### config.mk
export PLATFORM = sky130hd
export DESIGN_NAME = crc_32_check_rx
export DESIGN_NICKNAME = d
export VERILOG_FILES = /design/src/rtl/crc_32_check_rx_pkg.sv /design/src/rtl/crc_32_check_rx_lane_chain.sv /design/src/rtl/crc_32_check_rx.sv
export SDC_FILE = /design/constraint.sdc
export NUM_CORES = 1
export LEC_CHECK = 0
export ABC_CLOCK_PERIOD_IN_PS = 50800
export BUFFER_PORTS_ARGS = -buffer_cell sky130_fd_sc_hd__buf_2
export CAP_MARGIN = 40
export CORE_MARGIN = 1
export CORE_UTILIZATION = 30
export DETAILED_ROUTE_END_ITERATION = 12
export HOLD_SLACK_MARGIN = 0.12
export PLACE_DENSITY_LB_ADDON = 0.2
export SLEW_MARGIN = 25
export SYNTH_ARGS = -nofsm -noshare
export SYNTH_HDL_FRONTEND = slang
export SYNTH_SLANG_ARGS = --single-unit
### constraint.sdc
create_clock -name CLK -period 50.8 [get_ports CLK]
set_input_delay 15.24 -clock CLK [delete_from_list [all_inputs] [get_ports CLK]]
set_output_delay 15.24 -clock CLK [all_outputs]
set_load 0.005 [all_outputs]
### src/rtl/crc_32_check_rx_pkg.sv
// Shared definitions for the receive-side CRC-32 checker: lane width,
// polynomial, default seed/xorout, FSM state type and the 48-bit step function.
package crc_32_check_rx_pkg;

  localparam int unsigned LANE_W             = 48;
  localparam logic [31:0] CRC_POLY           = 32'h04C1_1DB7;
  localparam logic [31:0] CRC_INIT_DEFAULT   = 32'hFFFF_FFFF;
  localparam logic [31:0] CRC_XOROUT_DEFAULT = 32'hFFFF_FFFF;

  typedef enum logic {
    IDLE  = 1'b0,
    FRAME = 1'b1
  } state_t;

  // One 48-bit lane through the MSB-first CRC-32 LFSR (bit 47 enters first).
  function automatic logic [31:0] crc32_step48(input logic [31:0]       crc,
                                               input logic [LANE_W-1:0] data);
    logic [31:0] c;
    logic        fb;
    c = crc;
    for (int unsigned i = 0; i < LANE_W; i++) begin
      fb = c[31] ^ data[LANE_W-1-i];
      c  = {c[30:0], 1'b0} ^ (fb ? CRC_POLY : 32'h0000_0000);
    end
    return c;
  endfunction

endpackage

### src/rtl/crc_32_check_rx_lane_chain.sv
// Combinational chain of PARALLEL_DEPTH CRC-32 lane steps in ascending lane
// order; a lane whose keep bit is clear passes the CRC through unchanged.
module crc_32_lane_chain
  import crc_32_check_rx_pkg::*;
#(
  parameter int unsigned PARALLEL_DEPTH = 4
) (
  input  logic [31:0]                      crc_in,
  input  logic [PARALLEL_DEPTH-1:0]        keep,
  input  logic [PARALLEL_DEPTH*LANE_W-1:0] data,
  output logic [31:0]                      crc_out
);

  // Fold each kept lane into the running CRC, lane 0 first.
  always_comb begin
    logic [31:0] c;
    c = crc_in;
    for (int unsigned i = 0; i < PARALLEL_DEPTH; i++) begin
      if (keep[i]) begin
        c = crc32_step48(c, data[i*LANE_W +: LANE_W]);
      end
    end
    crc_out = c;
  end

endmodule

### src/rtl/crc_32_check_rx.sv
// Receive-side CRC-32 checker for the 48-bit-lane datapath. Accumulates CRC
// over framed beats, compares against the received FCS on EOF and holds a
// one-deep registered result. Optional statistics counters are built when
// CRC_32_CHECK_STATS_EN is defined; otherwise ERR_CNT/ABORT_CNT read zero.
module crc_32_check_rx
  import crc_32_check_rx_pkg::*;
#(
  parameter int unsigned PARALLEL_DEPTH = 4,
  parameter logic [31:0] CRC_INIT       = CRC_INIT_DEFAULT,
  parameter logic [31:0] CRC_XOROUT     = CRC_XOROUT_DEFAULT
) (
  input  logic                             CLK,
  input  logic                             RST,
  input  logic                             IN_VALID,
  output logic                             IN_READY,
  input  logic                             IN_SOF,
  input  logic                             IN_EOF,
  input  logic [PARALLEL_DEPTH-1:0]        IN_KEEP,
  input  logic [PARALLEL_DEPTH*LANE_W-1:0] IN_DATA,
  input  logic [31:0]                      IN_FCS,
  output logic                             RES_VALID,
  input  logic                             RES_READY,
  output logic                             RES_OK,
  output logic [31:0]                      RES_CRC,
  output logic [15:0]                      ERR_CNT,
  output logic [15:0]                      ABORT_CNT
);

  state_t      state;
  state_t      state_next;
  logic [31:0] acc;
  logic [31:0] seed;
  logic [31:0] chain_out;
  logic [31:0] final_crc;
  logic        final_ok;
  logic        accept;
  logic        take_beat;
  logic        finish;

  assign IN_READY = !RES_VALID || RES_READY;
  assign accept   = IN_VALID && IN_READY;

  // State register.
  always_ff @(posedge CLK) begin
    if (RST) state <= IDLE;
    else     state <= state_next;
  end

  // Next state: SOF always (re)opens a frame; EOF closes whatever was taken.
  always_comb begin
    state_next = state;
    if (accept && (IN_SOF || state == FRAME)) begin
      state_next = IN_EOF ? IDLE : FRAME;
    end
  end

  // Beat qualification, chain seed and final comparison.
  always_comb begin
    take_beat = accept && (IN_SOF || state == FRAME);
    finish    = take_beat && IN_EOF;
    seed      = IN_SOF ? CRC_INIT : acc;
    final_crc = chain_out ^ CRC_XOROUT;
    final_ok  = (final_crc == IN_FCS);
  end

  crc_32_lane_chain #(
    .PARALLEL_DEPTH (PARALLEL_DEPTH)
  ) u_chain (
    .crc_in  (seed),
    .keep    (IN_KEEP),
    .data    (IN_DATA),
    .crc_out (chain_out)
  );

  // Running accumulator; re-armed to CRC_INIT once a frame completes.
  always_ff @(posedge CLK) begin
    if (RST)            acc <= CRC_INIT;
    else if (take_beat) acc <= IN_EOF ? CRC_INIT : chain_out;
  end

  // One-deep result register; a consume and a new load may share a cycle.
  always_ff @(posedge CLK) begin
    if (RST) begin
      RES_VALID <= 1'b0;
      RES_OK    <= 1'b0;
      RES_CRC   <= '0;
    end else begin
      if (RES_VALID && RES_READY) RES_VALID <= 1'b0;
      if (finish) begin
        RES_VALID <= 1'b1;
        RES_OK    <= final_ok;
        RES_CRC   <= final_crc;
      end
    end
  end

`ifdef CRC_32_CHECK_STATS_EN
  logic abort_evt;
  assign abort_evt = accept && ((IN_SOF && state == FRAME) ||
                                (!IN_SOF && state == IDLE && IN_EOF));

  // Saturating failed-frame and aborted/orphan-frame counters.
  always_ff @(posedge CLK) begin
    if (RST) begin
      ERR_CNT   <= '0;
      ABORT_CNT <= '0;
    end else begin
      if (finish && !final_ok && ERR_CNT != 16'hFFFF) ERR_CNT <= ERR_CNT + 16'd1;
      if (abort_evt && ABORT_CNT != 16'hFFFF)         ABORT_CNT <= ABORT_CNT + 16'd1;
    end
  end
`else
  assign ERR_CNT   = '0;
  assign ABORT_CNT = '0;
`endif

endmodule

# After elaboration in Yosys (flattened, before gate mapping)
# Index checks and enable logic that the tools add are counted.
# op_classes
eq_ne,1
muxes,201
n_bitwise,385
n_reduce_logical,8
# op_table
op,n
$xor A32 B32 Y32,192
$mux W27,192
$mux W32,6
$xor A1 B1 Y1,192
$eq A32 B32 Y1,1
$not A32 Y32,1
$logic_and A1 B1 Y1,4
$mux W1,3
$logic_or A1 B1 Y1,2
$reduce_bool A2 Y1,1
$logic_not A1 Y1,1
# totals
regBits,67
inputBits,234
output_inout_bits,67
wordCells,600

# Longest topological paths before layout
# logic_depth
ltp_word,583
ltp_mapped,53
mapped_depth_nobuf,46

# By module
# From an unflattened synthesis, not the netlist that was laid out.
# hier_totals
hier_cells,2188
area_unflattened_um2,29009.1
# modules_own_cells
module,instances,cells_per_inst,area_each_um2,seq_area_each_um2
crc_32_lane_chain,1,1816,25617.1,0.0
crc_32_check_rx,1,372,3392.0,1341.3

# Worst setup path before layout
# Ideal clock, no wire load.
# synth_timing
kind,input to register
startpoint,in IN_DATA[47]
endpoint,reg RES_OK
setup_ns,0.060
arrival_ns,32.052
required_ns,50.740
setup_slack_ns,18.688
stages,47
path_buffers,2
cell_sequence,buf_2 -> xnor2_2 -> xor2_2 -> xnor3_1 -> xnor3_2 -> xnor3_1 -> xnor3_1 -> xnor3_1 -> xnor3_2 -> xnor3_1 -> mux2i_4 -> xor2_4 -> xor3_1 -> xnor3_1 -> xnor3_2 -> xnor2_2 -> xnor2_1 -> buf_4 -> [11 not listed] -> xor3_2 -> xor3_1 -> mux2i_4 -> xnor3_2 -> xnor3_2 -> xnor2_2 -> xor3_1 -> xnor3_2 -> xor2_4 -> xor2_2 -> xnor3_1 -> xor2_2 -> xnor2_1 -> xor3_1 -> xor2_1 -> nand3_1 -> o41ai_1 -> a41o_1
# synth_via
elab_chain_len,262
word_cells_on_any_way,558
cone_classes,1 x eq/ne; 184 x mux; 373 x bitwise
# synth_rtl
item,line_no,text
"start, declared",crc_32_check_rx.sv:19,"input logic [PARALLEL_DEPTH*LANE_W-1:0] IN_DATA,"
$xor A1 B1 Y1 (*),crc_32_check_rx_pkg.sv:22,fb = c[31] ^ data[LANE_W-1-i];
$mux W27 (*),crc_32_check_rx_pkg.sv:23,"c = {c[30:0], 1'b0} ^ (fb ? CRC_POLY : 32'h0000_0000);"
$xor A32 B32 Y32 (*) (6 in series),crc_32_check_rx_pkg.sv:23,
$xor A1 B1 Y1 / $xor A32 B32 Y32 (equally long branches),"crc_32_check_rx_pkg.sv:22, crc_32_check_rx_pkg.sv:23",
$mux W27 / $xor A32 B32 Y32 (equally long branches),crc_32_check_rx_pkg.sv:23,
$xor A32 B32 Y32 (*) (6 in series),crc_32_check_rx_pkg.sv:23,
$xor A1 B1 Y1 / $xor A32 B32 Y32 (equally long branches),"crc_32_check_rx_pkg.sv:22, crc_32_check_rx_pkg.sv:23",
$mux W27 / $xor A32 B32 Y32 (equally long branches),crc_32_check_rx_pkg.sv:23,
[235 not listed],--,
$xor A32 B32 Y32,crc_32_check_rx_pkg.sv:23,
$xor A32 B32 Y32 / $xor A1 B1 Y1 (equally long branches),"crc_32_check_rx_pkg.sv:23, crc_32_check_rx_pkg.sv:22",
"$xor A1 B1 Y1, or another cell as far along",crc_32_check_rx_pkg.sv:22,
$mux W27 / $xor A32 B32 Y32 (equally long branches),crc_32_check_rx_pkg.sv:23,
$xor A32 B32 Y32 (2 in series),crc_32_check_rx_pkg.sv:23,
$mux W32 (*),crc_32_check_rx_lane_chain.sv:19,if (keep[i]) begin
$not A32 Y32 (no line) (*),--,
$eq A32 B32 Y1 (*),crc_32_check_rx.sv:63,final_ok = (final_crc == IN_FCS);
"end signal, assigned",crc_32_check_rx.sv:91,RES_OK <= final_ok;
"end, declared",crc_32_check_rx.sv:23,"output logic RES_OK,"
# Mark *: on every way between the ends. The rest lies on a longest branch, timed or not.
# A chain may end at the register's enable or synchronous reset.

# Worst setup path in the final report
# layout_timing
startpoint,in IN_SOF
endpoint,reg RES_OK
# layout_via
elab_chain_len,263
word_cells_on_any_way,586
cone_classes,1 x eq/ne; 197 x mux; 385 x bitwise; 3 x reduce/logical
# layout_rtl
item,line_no,text
"start, declared",crc_32_check_rx.sv:16,"input logic IN_SOF,"
$mux W32,crc_32_check_rx.sv:61,seed = IN_SOF ? CRC_INIT : acc;
$xor A32 B32 Y32 / $xor A1 B1 Y1 (equally long branches),"crc_32_check_rx_pkg.sv:23, crc_32_check_rx_pkg.sv:22",
"$xor A1 B1 Y1, or another cell as far along",crc_32_check_rx_pkg.sv:22,
"$mux W27, or another cell as far along",crc_32_check_rx_pkg.sv:23,
"$xor A32 B32 Y32, or another cell as far along (3 in series)",crc_32_check_rx_pkg.sv:23,
$xor A32 B32 Y32 / $mux W27 (equally long branches),crc_32_check_rx_pkg.sv:23,
$xor A32 B32 Y32,crc_32_check_rx_pkg.sv:23,
$xor A32 B32 Y32 / $xor A1 B1 Y1 (equally long branches),"crc_32_check_rx_pkg.sv:23, crc_32_check_rx_pkg.sv:22",
[242 not listed],--,
$xor A32 B32 Y32 / $xor A1 B1 Y1 (equally long branches),"crc_32_check_rx_pkg.sv:23, crc_32_check_rx_pkg.sv:22",
"$xor A32 B32 Y32, or another cell as far along (4 in series)",crc_32_check_rx_pkg.sv:23,
"$xor A1 B1 Y1, or another cell as far along",crc_32_check_rx_pkg.sv:22,
$mux W27 / $xor A32 B32 Y32 (equally long branches),crc_32_check_rx_pkg.sv:23,
$xor A32 B32 Y32,crc_32_check_rx_pkg.sv:23,
$mux W32,crc_32_check_rx_lane_chain.sv:19,
$not A32 Y32 (no line),--,
$eq A32 B32 Y1,crc_32_check_rx.sv:63,
# Parallel ways exist; a longest one is shown, timed or not.

==> metrics.log <==
[metrics] clock transition at the registers of the reported paths: 0.06 ns
[metrics] # port buffers: 268
[metrics] tightest slew margin relative to the limit: 0.3934
[metrics] grt ovf: 0
[metrics] total routing resource utilization after global routing: 0.2118
[metrics] top_reg_cell synth: sky130_fd_sc_hd__dfxtp_1
[metrics] number of design-rule violations left by the first detailed-router iteration: 1762
[metrics] post-route clock period utilization: 0.7258
[metrics] hold-fix buffers at CTS: 0
[metrics] count of endpoints failing setup in the final report: 0
[metrics] total count of max-transition violations in the final report: 0
[metrics] Worst Skew: 0.008105 ns
[metrics] most instantiated library cell after synthesis: sky130_fd_sc_hd__xnor2_1
[metrics] cell chosen for the clock root: sky130_fd_sc_hd__clkbuf_16
[metrics] RD Place Congestion: 0.9304
[metrics] Cell variety after synth: 58
[metrics] count of flip-flops with a built-in enable after synthesis: 0
[metrics] fin util: 0.3365
[metrics] register area share after synthesis: 0.04376
[metrics] total number of vias: 19.57k
[metrics] number of antenna-violating nets in the routed design: 0
[metrics] area share of the largest cell type after synthesis: 0.3666
[metrics] dominant cell type by area after synthesis: sky130_fd_sc_hd__xnor3_1
[metrics] Detailed Routing Iterations Pass 1: 5
[metrics] final routed DRC violation total: 0
[metrics] average routed wire per standard cell: 27.23 um
[metrics] total core area: 100700 sq um
[metrics] combined area of the multi-input logic cells: 28830 sq um
[metrics] global-route wire length before repair: 156100 um
[metrics] worst-case clock buffer depth: 2
[metrics] FF+latch count, synth: 67
[metrics] number of antenna violations at the first check in global routing: 7
[metrics] Worst Path Arrival: 37.14 ns
[metrics] Worst-Margin Slew: 0.8846 ns
[metrics] die area: 103500 sq um
[metrics] share of flip-flops with an asynchronous set or reset after synthesis: 0
[metrics] Critical Setup Path Class: input port to flop
[metrics] number of global-route vias before repair: 20.26k
[metrics] HPWL after DPL: 97680 um
[metrics] Area growth syn-to-layout: 10.57%
[metrics] result of the run: completed
[metrics] number of sinks handled by clock tree synthesis: 67
[metrics] sort of element at the end of the critical path: flop
[metrics] Std-Cell Rows: 116
[metrics] Layout fillers: 10.23k
[metrics] nets: 2978
[metrics] die width: 321.7 um
[metrics] final WL: 111800 um
[metrics] Synthesis Warnings: 0
[metrics] sequential cell area in the final layout: 1341 sq um
[metrics] number of failing hold endpoints at the final stage: 0
[metrics] Critical Path Start Type: input port
[metrics] number of buffers added by the clock tree synthesis step: 9
[metrics] maximum cell stage delay along the critical path: 0.77 ns
[metrics] Worst path slowest cell: sky130_fd_sc_hd__xnor3_1
[metrics] starting density of the core: 0.3043
[metrics] Top-Level Pins: 301
[metrics] setup_tns: 0 ns
[metrics] top area cells in the synthesized netlist: sky130_fd_sc_hd__xnor3_1 (37%), sky130_fd_sc_hd__xnor2_1 (22%), sky130_fd_sc_hd__xor2_1 (8.9%)
[metrics] most used cell, CP: sky130_fd_sc_hd__xnor2_1
[metrics] CTS tree: built
[metrics] post-CTS repair timing setup buffer count: 0
[metrics] H-tree depth: 3
[metrics] per-cell via count in the routed design: 4.766
[metrics] Worst EP required: 51.07 ns
[metrics] most common library cells after synthesis: sky130_fd_sc_hd__xnor2_1 (763), sky130_fd_sc_hd__xnor3_1 (499), sky130_fd_sc_hd__xor2_1 (312)
[metrics] maximum fanout count along the critical path: 54
[metrics] min Tclk post-route: 36.87 ns
[metrics] die span in y: 321.7 um
[metrics] Post-CTS Resized: 0
[metrics] Hold Path Stages: 2
[metrics] instance count of the mapped netlist: 2499
[metrics] HP Class: flop to flop
[metrics] fraction of layout instances using a drive strength above 1: 0.1924
[metrics] Maximum Capacitance Violations: 0
[metrics] setup repair after global routing missed its margin: false
[metrics] post-synthesis cell area: 30650 sq um
[metrics] maximum frequency from static timing analysis: 27.12 MHz
[metrics] count of cells along the worst register-to-register path: 47
[metrics] clk_lat worst skew: 0.33 ns
[metrics] largest net degree at the start of global routing: 69
[metrics] Avg Cell Area, Syn: 12.27 sq um
[cell usage in the layout, fill, tap and decap left out, types with 35 or more instances in the layout]
cell type                 netlist  layout
sky130_fd_sc_hd__a21oi_1       83      83
sky130_fd_sc_hd__buf_2         16     273
sky130_fd_sc_hd__dfxtp_1       67      67
sky130_fd_sc_hd__mux2i_1       52      52
sky130_fd_sc_hd__nand2_1       43      42
sky130_fd_sc_hd__nor2_1       162     162
sky130_fd_sc_hd__xnor2_1      763     763
sky130_fd_sc_hd__xnor2_2       70      69
sky130_fd_sc_hd__xnor3_1      499     499
sky130_fd_sc_hd__xnor3_2       35      35
sky130_fd_sc_hd__xor2_1       312     312
sky130_fd_sc_hd__xor3_1        79      79
[metrics by stage]
| stage | instances | hold WS (ns) | cell area (sq um) | setup WS, ns |
|---|---|---|---|---|
| global route | 4106 | 0.4944 | 33890 | 13.34 |
| CTS | 4100 | 0.4705 | 33850 | 14.10 |
| finish | 4107 | 0.4621 | 33900 | 13.93 |
| detailed placement | 4084 | 0.4633 | 33560 | 13.84 |
| floorplan | 2530 | 0.4527 | 30770 | 18.69 |
| global placement | 4065 | 0.4539 | 33370 | 13.31 |
[final cells by class]
cell class | instances | share of cell area
well taps | 1357 | 0.05009
repair buffers | 314 | 0.05050
diodes | 1 | 0.00007383
clock inverters | 4 | 0.001477
multi-input cells | 2348 | 0.8506
inverters | 4 | 0.0004430
clock buffers | 12 | 0.007272
flip-flops and latches | 67 | 0.03957
[flip-flops by register name, summed over array words and instances (netlist names)]
| register | cells |
|---|---|
| state | 1 |
| RES_OK | 1 |
| acc | 32 |
| RES_CRC | 32 |
| RES_VALID | 1 |
[worst max-delay path: cells and delay by family]
| family | cells | cell delay (ns) |
|---|---|---|
| XOR/XNOR | 39 | 18.63 |
| buffers and inverters | 3 | 0.80 |
| AO/OA/AOI/OAI | 4 | 1.36 |
| AND/OR/NAND/NOR | 1 | 0.11 |
| multiplexers | 2 | 0.93 |
[logic make-up after synthesis]
logic type | share of synthesized area
flops | 0.04376
compound gates | 0.03192
other cells | 0.0001223
buf+inv | 0.02000
simple gates | 0.04122
mux | 0.02788
xor+xnor | 0.8351
[path summary, 6_finish.rpt]
kind,startpoint,endpoint,slack [ns]
max,IN_SOF,RES_OK,13.93
min,RES_CRC[3],RES_CRC[3],0.46
max reg2reg,acc[31],RES_OK,28.69
min reg2reg,RES_CRC[3],RES_CRC[3],0.46
[per-layer routing]
metal / GRT usage / part of all wire / up-vias
met5: 0 / 0.00026 / -
met4: 0.03693 / 0.019 / 6
met3: 0.02245 / 0.058 / 65
met2: 0.3572 / 0.48 / 650
met1: 0.2943 / 0.44 / 10018
li1: - / - / 8835
Power is not shown: default switching activity piles up to over one toggle a cycle in this logic, so the estimate is an artifact.
